<file path="src/rtl/sel_regbank.sv">
// sel_regbank: register bank with per-register valid scoreboard, two registered read ports and first-invalid encoder
module sel_regbank #(
   parameter int WIDTH    = 20,
   parameter int NREG     = 32,
   parameter int ZERO_REG = 0,
   localparam int SELW    = $clog2(NREG)
) (
   input  logic             clk,
   input  logic             rst_n,
   input  logic             wr_en,
   input  logic [SELW-1:0]  wr_sel,
   input  logic [WIDTH-1:0] wr_data,
   input  logic             inv_en,
   input  logic [SELW-1:0]  inv_sel,
   input  logic [SELW-1:0]  rd_sel_a,
   input  logic [SELW-1:0]  rd_sel_b,
   output logic [WIDTH-1:0] rd_data_a,
   output logic [WIDTH-1:0] rd_data_b,
   output logic             rd_vld_a,
   output logic             rd_vld_b,
   output logic [NREG-1:0]  valid,
   output logic [SELW-1:0]  first_inv,
   output logic             any_inv
);
   logic [WIDTH-1:0] mem [NREG];
   logic [NREG-1:0]  valid_nxt;
   logic [WIDTH-1:0] rd_nxt_a, rd_nxt_b;
   logic             wr_ok, inv_ok;

   // a hardwired-zero register 0 swallows both writes and invalidates, so mem[0] stays 0 and valid[0] stays 1
   assign wr_ok  = wr_en  && !(ZERO_REG != 0 && wr_sel  == '0);
   assign inv_ok = inv_en && !(ZERO_REG != 0 && inv_sel == '0);

   // post-edge valid vector; the invalidate is applied last so it wins a same-index collision
   always_comb begin
      valid_nxt = valid;
      if (wr_ok) valid_nxt[wr_sel] = 1'b1;
      if (inv_ok) valid_nxt[inv_sel] = 1'b0;
   end

   // read muxes with write-through bypass of same-cycle write data
   always_comb begin
      rd_nxt_a = (wr_ok && wr_sel == rd_sel_a) ? wr_data : mem[rd_sel_a];
      rd_nxt_b = (wr_ok && wr_sel == rd_sel_b) ? wr_data : mem[rd_sel_b];
   end

   // register storage
   always_ff @(posedge clk or negedge rst_n) begin
      if (!rst_n) for (int i = 0; i < NREG; i++) mem[i] <= '0;
      else if (wr_ok) mem[wr_sel] <= wr_data;
   end

   // valid scoreboard and registered read ports
   always_ff @(posedge clk or negedge rst_n) begin
      if (!rst_n) begin
         valid     <= '1;
         rd_data_a <= '0;
         rd_data_b <= '0;
         rd_vld_a  <= 1'b1;
         rd_vld_b  <= 1'b1;
      end else begin
         valid     <= valid_nxt;
         rd_data_a <= rd_nxt_a;
         rd_data_b <= rd_nxt_b;
         rd_vld_a  <= valid_nxt[rd_sel_a];
         rd_vld_b  <= valid_nxt[rd_sel_b];
      end
   end

   // priority encoder: scanning downward leaves the lowest invalid index as the final assignment
   always_comb begin
      first_inv = '0;
      any_inv   = 1'b0;
      for (int i = NREG - 1; i >= 0; i--) begin
         if (!valid[i]) begin
            first_inv = SELW'(i);
            any_inv   = 1'b1;
         end
      end
   end
endmodule

</file>
<file path="config.mk">
export PLATFORM = sky130hd
export DESIGN_NAME = sel_regbank
export DESIGN_NICKNAME = d
export VERILOG_FILES = /design/src/rtl/sel_regbank.sv
export SDC_FILE = /design/constraint.sdc
export NUM_CORES = 1
export LEC_CHECK = 0
export BUFFER_PORTS_ARGS = -buffer_cell sky130_fd_sc_hd__buf_2
export CORE_AREA = 4 4 209 292
export DETAILED_ROUTE_END_ITERATION = 10
export DIE_AREA = 0 0 213 296
export PLACE_DENSITY = 0.87
export SLEW_MARGIN = 15
export SYNTH_ARGS = -nofsm -noshare
export SYNTH_HDL_FRONTEND = slang
export SYNTH_SLANG_ARGS = --single-unit
</file>
<file path="constraint.sdc">
create_clock -name clk -period 4.2 [get_ports clk]
set_input_delay 1.05 -clock clk [delete_from_list [all_inputs] [get_ports clk]]
set_output_delay 1.05 -clock clk [all_outputs]
set_load 0.03 [all_outputs]
</file>
==> impl_metrics.csv <==
group,metric,value,unit
outcome,outcome,"finished, final reports clean",
drt,drt-initial-drc-count,2458,
yosys,ys_async_sr_fraction,1.00,
drt,vias,23982,
drt,routed_wl,108,mm
cts,cts.clk_slew.worst_paths,0.06,ns
layout,design_area,41600,sq um
yosys,synth-edff-count,0,
pwr,total_power,20.6,mW
floorplan,die_h,296,microns
timing,finalSetupViolations,0,
global_route,grt_start_max_net_pins,104,
drt,first_pass_iters,6,
yosys,synthMostInstantiatedCell,"dfrtp_1",
critical_path,worstPathRequired,3.15,ns
timing,drv_slew,0,
yosys,seq_area_frac_synth,0.476,
drt,wl_per_cell,33.5,microns
floorplan,rows,105,
critical_path,cp-startpoint,"valid[30]",
critical_path,reg2reg_depth,5,
cts,clock_latency,0.61,ns
critical_path,critPathMaxFanout,5,
drt,post-route-drc-count,0,
timing,tightest_slew,0.910,ns
place,post-place-ws,0.648,ns
pwr,power_leakage,17.8,nW
floorplan,initial_core_util,0.643,
pwr,powerDensity,494,nW/um^2
cts,cts_hold_buf,0,
job,drv_cap,0,
layout,fin_cells,3239,
drt,viasPerCell,7.40,
yosys,ys_ff_latch,714,
timing,setup_ws,0.387,ns
pwr,ir_drop,0.297,mV
layout,area_growth_syn_to_layout,10.8,%
global_route,grt_overflow,0,
timing,tns,0,ns
yosys,synthCells,2395,
floorplan,die-width,213,microns
yosys,syn-cell-area,37600,sq um
hold_path,hold_class,"in2async",
place,port_buffers,123,
critical_path,rr_startpoint,"mem[99]",
yosys,synth_cell_types,54,
critical_path,cp-start-kind,"register",
timing,slew_headroom,0.394,
yosys,ys_top_cells_by_count,"dfrtp_1 (680), mux2_2 (642), mux4_2 (406), clkbuf_1 (140), nand2_1 (65)",
place,hpwl,64.6,mm
cts,post-cts-setup-buffer-count,0,
layout,nNetsFinal,2484,
floorplan,core,58500,sq um
global_route,grt.total_usage,0.354,
yosys,synth_top_area_cell,"dfrtp_1",
yosys,syn_area_per_cell,15.7,sq um
critical_path,endpoint_kind,"output pin",
place,place_inst,3120,
yosys,ys.flop_type,"dfrtp_1",
drt,ant_nets,0,
yosys,yosysWarnings,0,
place,place_congestion,0.890,
timing,finalHoldViolCount,0,
critical_path,crit_chain,"nand2b_1, a21oi_1, o21ai_0, a21boi_0, o21ai_0, a221o_1, a221oi_1, buf_2",
yosys,synth_top_cell_area_share,0.453,
timing,fmax,262,MHz
global_route,first_global_vias,26292,
critical_path,crit_slowest_cell,"dfstp_2",
critical_path,cpMostUsedCell,"o21ai_0",
cts,cts_max_level,3,
critical_path,timing.rr.end,"rd_data_a[19]",
critical_path,max_stage_delay,0.60,ns
critical_path,r2r_slack,2.13,ns
timing,rsz0062_at_grt,"no",
cts,cts-root-buf,"clkbuf_16",
timing,clock_skew,0.0140,ns
floorplan,pin_count,124,
global_route,antenna_found_initial,2,
layout,fill_cells,3438,
global_route,grt_pass1_wl,165,mm
yosys,yosys-top-cells-area,"dfrtp_1 (45%), mux4_2 (24%), mux2_2 (19%), dfstp_2 (2.4%), clkbuf_1 (1.4%)",
layout,drive_gt1_frac,0.578,
timing,min_period_over_period,0.908,
cts,cts.sinks,714,
cts,numCtsBuffers,67,
cts,cts_resized,0,
critical_path,endpoint,"first_inv[0]",
cts,cts_tree,"built",
timing,min_period,3.81,ns
yosys,synth_nets,2439,
floorplan,fp.dieArea,63000,sq um
critical_path,cp.arrival,2.76,ns
critical_path,critical_path_class,"reg2out",
place,placed_area,39400,sq um
cts,ctsLongestPathBuffers,3,
==> worst max-delay path, delay by kind of cell, from the launching register on <==
| kind | cells | cell delay (ns) |
|---|---|---|
| buffers and inverters | 1 | 0.26 |
| and+or+nand+nor | 1 | 0.07 |
| AOI/OAI and AO/OA | 6 | 1.24 |
| DFF | 1 | 0.60 |
==> cell usage in the layout, fill, tap and decap left out, drive strengths merged, types with 3 or more instances in the layout <==
cell | synthesis | routed
a21oi | 16 | 16
a22oi | 6 | 6
a31oi | 5 | 5
and3 | 4 | 4
buf | 104 | 220
bufinv | 0 | 8
clkbuf | 140 | 93
clkinv | 0 | 13
dfrtp | 680 | 680
dfstp | 34 | 34
inv | 30 | 32
mux2 | 644 | 644
mux2i | 44 | 44
mux4 | 406 | 406
nand2 | 65 | 65
nand2b | 6 | 6
nand3 | 8 | 8
nand3b | 7 | 7
nand4 | 7 | 7
nand4b | 3 | 3
nand4bb | 3 | 3
nor2 | 48 | 48
nor2b | 4 | 4
nor3 | 6 | 6
nor4 | 5 | 5
o2111ai | 4 | 4
o211ai | 6 | 6
o21ai | 48 | 48
o221ai | 4 | 4
o22a | 8 | 8
o22ai | 14 | 14
or2 | 6 | 6
xor2 | 8 | 8
==> power breakdown <==
| part | total [mW] | internal [mW] | switching (mW) |
|---|---|---|---|
| Combinational | 4.80 | 2.69 | 2.11 |
| Sequential | 9.46 | 8.34 | 1.12 |
| Clock | 6.32 | 3.65 | 2.66 |
| Total | 20.6 | 14.7 | 5.89 |
==> final cells by class <==
| cell class | instances | area [sq um] | share of cell area |
|---|---|---|---|
| diodes | 2 | 5.00 | 0.000120 |
| multi-input cells | 1407 | 18800 | 0.451 |
| inverters | 30 | 113 | 0.00270 |
| clock buffers | 93 | 1900 | 0.0455 |
| clock inverters | 24 | 330 | 0.00793 |
| flip-flops and latches | 714 | 17900 | 0.430 |
| repair buffers | 220 | 1690 | 0.0406 |
| well taps | 749 | 937 | 0.0225 |
==> per-stage QoR <==
step            util  hold slack (ns)
6_report       0.712            0.512
5_1_grt        0.712            0.541
4_1_cts        0.712            0.522
3_5_place_dp   0.674            0.511
3_3_place_gp   0.674            0.499
2_1_floorplan      -            0.491
==> logic make-up (layout without fill, tap and decap cells) <==
family / Yosys count / after routing / share of synthesized area
compound gates: 124 / 124 / 0.0207
xor+xnor: 10 / 10 / 0.00233
buf+inv: 274 / 367 / 0.0293
flops: 714 / 714 / 0.476
mux: 1094 / 1094 / 0.448
other cells: 0 / 2 / 0
simple gates: 179 / 179 / 0.0233
==> routing by layer <==
layer,global-route usage,routed length [microns],vias up
met1,0.441,37300,12736
met3,0.0836,9790,434
met5,0,0,-
li1,-,-,9372
met4,0.227,8400,0
met2,0.562,53000,1440
==> sequential cells by signal (all words and copies together), names as in the netlist <==
signal,flops
rd_vld_a,1
rd_data_b,20
rd_data_a,20
mem,640
valid,32
rd_vld_b,1
==> worst min path at each step <==
stage	to	slack (ns)	cells after the start
after CTS	valid[12]	0.52	2
after global routing	mem[30]	0.54	1
final	mem[178]	0.51	1
after global placement	mem[352]	0.50	1
after detailed placement	mem[347]	0.51	1
after floorplan	mem[340]	0.49	1
Note: power is estimated with default switching activity, not from simulation.
